### src/rtl/intr_ctrl.sv
// Nested, priority-ordered interrupt controller feeding the
// CPU return-address stack (push on entry, pop on return).
module intr_ctrl #(
    parameter int          NSRC     = 4,
    parameter logic [9:0]  VEC_BASE = 10'h3E0
) (
    input  logic            clk,
    input  logic            reset,
    input  logic [NSRC-1:0] irq,
    input  logic [9:0]      pc,
    input  logic            ei,
    input  logic            di,
    input  logic            mask_we,
    input  logic [NSRC-1:0] mask_din,
    input  logic            reti,
    input  logic            stk_busy,
    output logic            push,
    output logic            pop,
    output logic            s_intr,
    output logic [9:0]      dato,
    output logic            intr_take,
    output logic [9:0]      vector,
    output logic [NSRC-1:0] isr,
    output logic [NSRC-1:0] pending
);

    localparam int SW = (NSRC > 1) ? $clog2(NSRC) : 1;
    localparam int LW = $clog2(NSRC + 1);

    typedef enum logic {
        IDLE = 1'b0,
        ACK  = 1'b1
    } state_t;

    state_t          state_q;
    logic [SW-1:0]   sel_q;
    logic [NSRC-1:0] irq_q;
    logic [NSRC-1:0] pending_q, pending_d;
    logic [NSRC-1:0] isr_q, isr_d;
    logic [NSRC-1:0] mask_q, mask_d;
    logic            gie_q, gie_d;

    logic [NSRC-1:0] elig;
    logic [LW-1:0]   cand;
    logic            cand_vld;
    logic [LW-1:0]   lvl;
    logic            take;
    logic            ret_ok;
    logic [NSRC-1:0] sel_oh;

    // Highest-priority eligible request (lowest index); NSRC if none.
    always_comb begin
        elig     = pending_q & mask_q;
        cand     = LW'(NSRC);
        cand_vld = 1'b0;
        for (int i = NSRC - 1; i >= 0; i--) begin
            if (elig[i]) begin
                cand     = LW'(i);
                cand_vld = 1'b1;
            end
        end
    end

    // Current in-service level (lowest index); NSRC when nothing active.
    always_comb begin
        lvl = LW'(NSRC);
        for (int i = NSRC - 1; i >= 0; i--) begin
            if (isr_q[i]) lvl = LW'(i);
        end
    end

    assign take = (state_q == IDLE) & gie_q & cand_vld & (cand < lvl)
                & ~reti & ~stk_busy;
    assign ret_ok = (state_q == IDLE) & reti & (|isr_q);
    assign sel_oh = NSRC'(1) << sel_q;

    // Next-state for request latch, in-service bits, mask and enable.
    always_comb begin
        pending_d = pending_q;
        isr_d     = isr_q;
        mask_d    = mask_q;
        gie_d     = gie_q;
        if (state_q == ACK) begin
            pending_d = pending_d & ~sel_oh;
            isr_d     = isr_q | sel_oh;
        end else if (ret_ok) begin
            isr_d = isr_q & (isr_q - NSRC'(1));
        end
        // a fresh edge beats the clear from ACK
        pending_d = pending_d | (irq & ~irq_q);
        if (mask_we) mask_d = mask_din;
        if (di)      gie_d  = 1'b0;
        else if (ei) gie_d  = 1'b1;
    end

    // Entry FSM and all controller state; reset overrides everything.
    always_ff @(posedge clk) begin
        if (!reset) begin
            state_q   <= IDLE;
            sel_q     <= '0;
            irq_q     <= '0;
            pending_q <= '0;
            isr_q     <= '0;
            mask_q    <= '0;
            gie_q     <= 1'b0;
        end else begin
            irq_q     <= irq;
            pending_q <= pending_d;
            isr_q     <= isr_d;
            mask_q    <= mask_d;
            gie_q     <= gie_d;
            unique case (state_q)
                IDLE: begin
                    if (take) begin
                        state_q <= ACK;
                        sel_q   <= SW'(cand);
                    end
                end
                ACK: state_q <= IDLE;
                default: state_q <= IDLE;
            endcase
        end
    end

    // Strobes are suppressed while reset is low so no stack access
    // happens at a resetting edge.
    assign intr_take = (state_q == ACK) & reset;
    assign push      = (state_q == ACK) & reset;
    assign pop       = ret_ok & reset;
    assign s_intr    = ret_ok & reset;
    assign dato      = pc;
    assign vector    = VEC_BASE + 10'({sel_q, 2'b00});
    assign isr       = isr_q;
    assign pending   = pending_q;

endmodule

### config.mk
export PLATFORM = sky130hd
export DESIGN_NAME = intr_ctrl
export DESIGN_NICKNAME = d
export VERILOG_FILES = /design/src/rtl/intr_ctrl.sv
export SDC_FILE = /design/constraint.sdc
export NUM_CORES = 1
export LEC_CHECK = 0
export BUFFER_PORTS_ARGS = -buffer_cell sky130_fd_sc_hd__buf_2
export CELL_PAD_IN_SITES_DETAIL_PLACEMENT = 0
export CELL_PAD_IN_SITES_GLOBAL_PLACEMENT = 1
export CORE_UTILIZATION = 33
export DETAILED_ROUTE_END_ITERATION = 8
export GPL_ROUTABILITY_DRIVEN = 0
export PLACE_DENSITY_LB_ADDON = 0.1
export SETUP_SLACK_MARGIN = 0.2
export SLEW_MARGIN = 10
export SYNTH_ARGS = -nofsm -noshare
export SYNTH_HDL_FRONTEND = slang
export SYNTH_SLANG_ARGS = --single-unit
### constraint.sdc
create_clock -name clk -period 3.3 [get_ports clk]
set_input_delay 0.165 -clock clk [delete_from_list [all_inputs] [get_ports clk]]
set_output_delay 0.165 -clock clk [all_outputs]
set_load 0.02 [all_outputs]
==> impl_metrics.prom <==
# TYPE chip_impl_metric gauge
chip_impl_metric{name="yosys_warnings",unit=""} 0
chip_impl_info{name="category_of_the_critical_setup_timing_path",value="reg2reg"} 1
chip_impl_metric{name="final_layout_net_count",unit=""} 161
chip_impl_metric{name="core",unit="sq um"} 3050
chip_impl_metric{name="ctsResizeCount",unit=""} 0
chip_impl_metric{name="timing.final.hold_violations",unit=""} 0
chip_impl_metric{name="worst-r2r-setup-slack",unit="ns"} 1.43
chip_impl_info{name="outcome",value="finished clean"} 1
chip_impl_metric{name="floorplan.initialDensity",unit=""} 0.348
chip_impl_metric{name="final.min_clock_period",unit="ns"} 1.87
chip_impl_metric{name="area_growth",unit="%"} 8.72
chip_impl_metric{name="cell_depth_of_the_worst_flop_to_flop_path",unit=""} 8
chip_impl_metric{name="largest_net_degree_at_the_start_of_global_routing",unit=""} 25
chip_impl_metric{name="worst_ep_arrival_time",unit="ns"} 2.11
chip_impl_metric{name="cp_max_fo",unit=""} 4
chip_impl_info{name="crit_family",value="compound AO/OA/AOI/OAI gates"} 1
chip_impl_info{name="timing.critical_path.cells",value="a22o_1 > nor2_1 > ha_1 > a21oi_1 > o211a_1 > o21ai_2 > a31oi_4 > mux2i_1"} 1
chip_impl_info{name="crit_path_top_delay_cell",value="sky130_fd_sc_hd__dfxtp_1"} 1
chip_impl_metric{name="port_buffers",unit=""} 28
chip_impl_metric{name="finalSetupViolCount",unit=""} 0
chip_impl_metric{name="post_cts_buffers",unit=""} 0
chip_impl_metric{name="max-vdd-ir-drop",unit="uV"} 202
chip_impl_metric{name="clock_sink_count",unit=""} 20
chip_impl_info{name="r2r_end",value="sel_q[1]"} 1
chip_impl_metric{name="grt.total_usage",unit=""} 0.127
chip_impl_metric{name="avgViaCountPerCell",unit=""} 4.42
chip_impl_info{name="whs_endpoint",value="gie_q"} 1
chip_impl_metric{name="p_per_area",unit="nW/um^2"} 398
chip_impl_info{name="worst_r2r_startpoint",value="pending[1]"} 1
chip_impl_metric{name="finalSetupTns",unit="ns"} 0
chip_impl_metric{name="cap_viol_max_count",unit=""} 0
chip_impl_metric{name="drt_iter0_markers",unit=""} 20
chip_impl_info{name="mostFrequentLayoutCell",value="sky130_fd_sc_hd__buf_2"} 1
chip_impl_metric{name="fp.dieW",unit="microns"} 58.7
chip_impl_metric{name="wl_per_cell",unit="microns"} 11.6
chip_impl_info{name="hold_path_startpoint",value="di"} 1
chip_impl_metric{name="detailedRoute.firstPassIterationCount",unit=""} 4
chip_impl_metric{name="clock_insertion_delay_worst_skew",unit="ns"} 0.30
chip_impl_metric{name="drt-total-wl",unit="mm"} 2.05
chip_impl_metric{name="n_antenna_cell",unit=""} 0
chip_impl_metric{name="grt_antenna_before_repair",unit=""} 0
chip_impl_metric{name="syn_area_per_cell",unit="sq um"} 9.00
chip_impl_metric{name="post_synth_instance_area",unit="sq um"} 1060
chip_impl_info{name="ys_dominant_reg_cell",value="sky130_fd_sc_hd__dfxtp_1"} 1
chip_impl_metric{name="finish.utilization",unit=""} 0.378
chip_impl_metric{name="via_count",unit=""} 783
chip_impl_metric{name="cts_max_level",unit=""} 1
chip_impl_info{name="layout_common_cells",value="sky130_fd_sc_hd__buf_2, sky130_fd_sc_hd__dfxtp_1, sky130_fd_sc_hd__nor2b_1, sky130_fd_sc_hd__conb_1"} 1
chip_impl_metric{name="post_cts_hold_fix_bufs",unit=""} 0
chip_impl_metric{name="critical_path.max_stage_delay",unit="ns"} 0.36
chip_impl_metric{name="place_worst_setup_slack",unit="ns"} 1.47
chip_impl_metric{name="postSynth.asyncResetShare",unit=""} 0
chip_impl_metric{name="final-max-slew-violation-count",unit=""} 0
chip_impl_metric{name="postRouteAntennaNets",unit=""} 0
chip_impl_metric{name="max_freq",unit="GHz"} 0.535
chip_impl_metric{name="hpwlAfterDp",unit="mm"} 1.58
chip_impl_metric{name="period_utilization_post_route",unit=""} 0.567
chip_impl_info{name="startpoint_type",value="flip-flop"} 1
chip_impl_metric{name="power_leakage",unit="nW"} 0.539
chip_impl_info{name="cts_root_buf",value="sky130_fd_sc_hd__clkbuf_4"} 1
chip_impl_metric{name="io_pins",unit=""} 57
chip_impl_metric{name="max-clock-path-buffers",unit=""} 2
chip_impl_info{name="clock_tree_from_tritoncts",value="done"} 1
chip_impl_metric{name="timing.critical_path.required",unit="ns"} 3.54
chip_impl_metric{name="final_layout_size_suffix_gt1_frac",unit=""} 0.293
chip_impl_metric{name="post_synth_inst_count",unit=""} 118
chip_impl_info{name="rsz0062_at_grt",value="no"} 1
chip_impl_metric{name="final.setup_skew",unit="ns"} 0.00172
chip_impl_metric{name="crit_buf_inv",unit=""} 0
chip_impl_metric{name="site_row_count",unit=""} 20
chip_impl_info{name="critPathCaptureType",value="flip-flop"} 1
chip_impl_metric{name="gr-total-overflow",unit=""} 0
chip_impl_info{name="worstHoldPathType",value="in2reg"} 1
chip_impl_metric{name="synth-seq-area-share",unit=""} 0.377
chip_impl_metric{name="numCtsBuffers",unit=""} 3
chip_impl_metric{name="grt_pass1_vias",unit=""} 716
chip_impl_metric{name="setup_ws",unit="ns"} 1.43
chip_impl_metric{name="global_route_wire_length_before_repair",unit="mm"} 3.33
chip_impl_metric{name="design.die.area",unit="sq um"} 3450
chip_impl_metric{name="netlist-cell-type-count",unit=""} 32
chip_impl_metric{name="cts_clk_pin_slew_worst_paths",unit="ns"} 0.11
chip_impl_metric{name="postSynthRegisterBits",unit=""} 20
chip_impl_info{name="cp-startpoint",value="pending[1]"} 1
chip_impl_metric{name="drc_errors",unit=""} 0
chip_impl_metric{name="fp.dieH",unit="microns"} 58.7
chip_impl_metric{name="synth_edf_count",unit=""} 0
chip_impl_metric{name="number_of_cells_on_the_worst_hold_path",unit=""} 2
==> Yosys cell counts, types with 2 or more instances <==
cell / n / share of area
sky130_fd_sc_hd__nand2_1: 7 / 0.025
sky130_fd_sc_hd__clkbuf_1: 3 / 0.011
sky130_fd_sc_hd__nand3_1: 2 / 0.0094
sky130_fd_sc_hd__ha_1: 2 / 0.024
sky130_fd_sc_hd__mux2i_1: 5 / 0.047
sky130_fd_sc_hd__a21oi_1: 6 / 0.028
sky130_fd_sc_hd__a22o_1: 2 / 0.016
sky130_fd_sc_hd__o21ai_0: 3 / 0.014
sky130_fd_sc_hd__conb_1: 2 / 0.0071
sky130_fd_sc_hd__and2_1: 7 / 0.041
sky130_fd_sc_hd__dfxtp_1: 20 / 0.38
sky130_fd_sc_hd__nor2b_1: 9 / 0.053
sky130_fd_sc_hd__inv_1: 3 / 0.011
sky130_fd_sc_hd__o21ai_1: 2 / 0.0094
sky130_fd_sc_hd__nor2_1: 6 / 0.021
sky130_fd_sc_hd__buf_4: 20 / 0.14
sky130_fd_sc_hd__nand2b_1: 4 / 0.024
==> metrics by stage <==
stage	instances	total power, W	hold WS, ns	cell area (sq um)
2_1_floorplan	124	0.000327	0.241	1080
6_report	177	0.000459	0.0101	1150
3_5_place_dp	173	0.000321	0.330	1120
3_3_place_gp	173	0.000320	0.328	1120
4_1_cts	177	0.000466	0.000471	1150
5_1_grt	177	0.000483	0.00236	1150
==> flip-flops by register name, indices dropped and copies added (netlist names) <==
| register | flops |
|---|---|
| gie_q | 1 |
| pending | 4 |
| state_q | 1 |
| isr | 4 |
| irq_q | 4 |
| sel_q | 2 |
| mask_q | 4 |
==> kinds of logic after synthesis <==
group                      share of synthesized area
other                                        0.00707
AOI/OAI and AO/OA                              0.163
buffers and inverters                          0.163
adders and majority gates                     0.0236
and+or+nand+nor                                0.220
DFF                                            0.377
muxes                                         0.0471
==> metal layers <==
metal / vias to the layer above / track usage / wire, microns
met2: 30 / 0.193 / 875
met1: 347 / 0.167 / 996
met4: 0 / 0.0442 / 25
met5: - / 0 / 0
met3: 4 / 0.0440 / 157
li1: 402 / - / -
==> layout make-up <==
| cell class | count | area (sq um) |
|---|---|---|
| clock buffer | 4 | 36.3 |
| fill | 351 | 1900 |
| inverter | 3 | 11.3 |
| multi-input combinational | 78 | 512 |
| sequential | 20 | 400 |
| tap | 44 | 55.1 |
| timing repair buffer | 28 | 140 |
==> where the power goes <==
part	internal [W]	total [W]	leakage (nW)	switching (W)
clock network	0.0000673	0.000144	0.0210	0.0000767
logic	0.0000228	0.0000569	0.354	0.0000341
registers	0.000251	0.000258	0.164	0.00000695
total	0.000341	0.000459	0.539	0.000118
==> how the worst max path moves through the flow <==
stage | depth (start not counted) | slack (ns) | endpoint
after detailed placement | 8 | 1.47 | sel_q[1]
after CTS | 8 | 1.41 | sel_q[1]
final | 8 | 1.43 | sel_q[1]
after global routing | 8 | 1.26 | sel_q[1]
after floorplan | 8 | 1.47 | sel_q[1]
after global placement | 8 | 1.52 | sel_q[1]
Power figures use the tool's default switching activity.
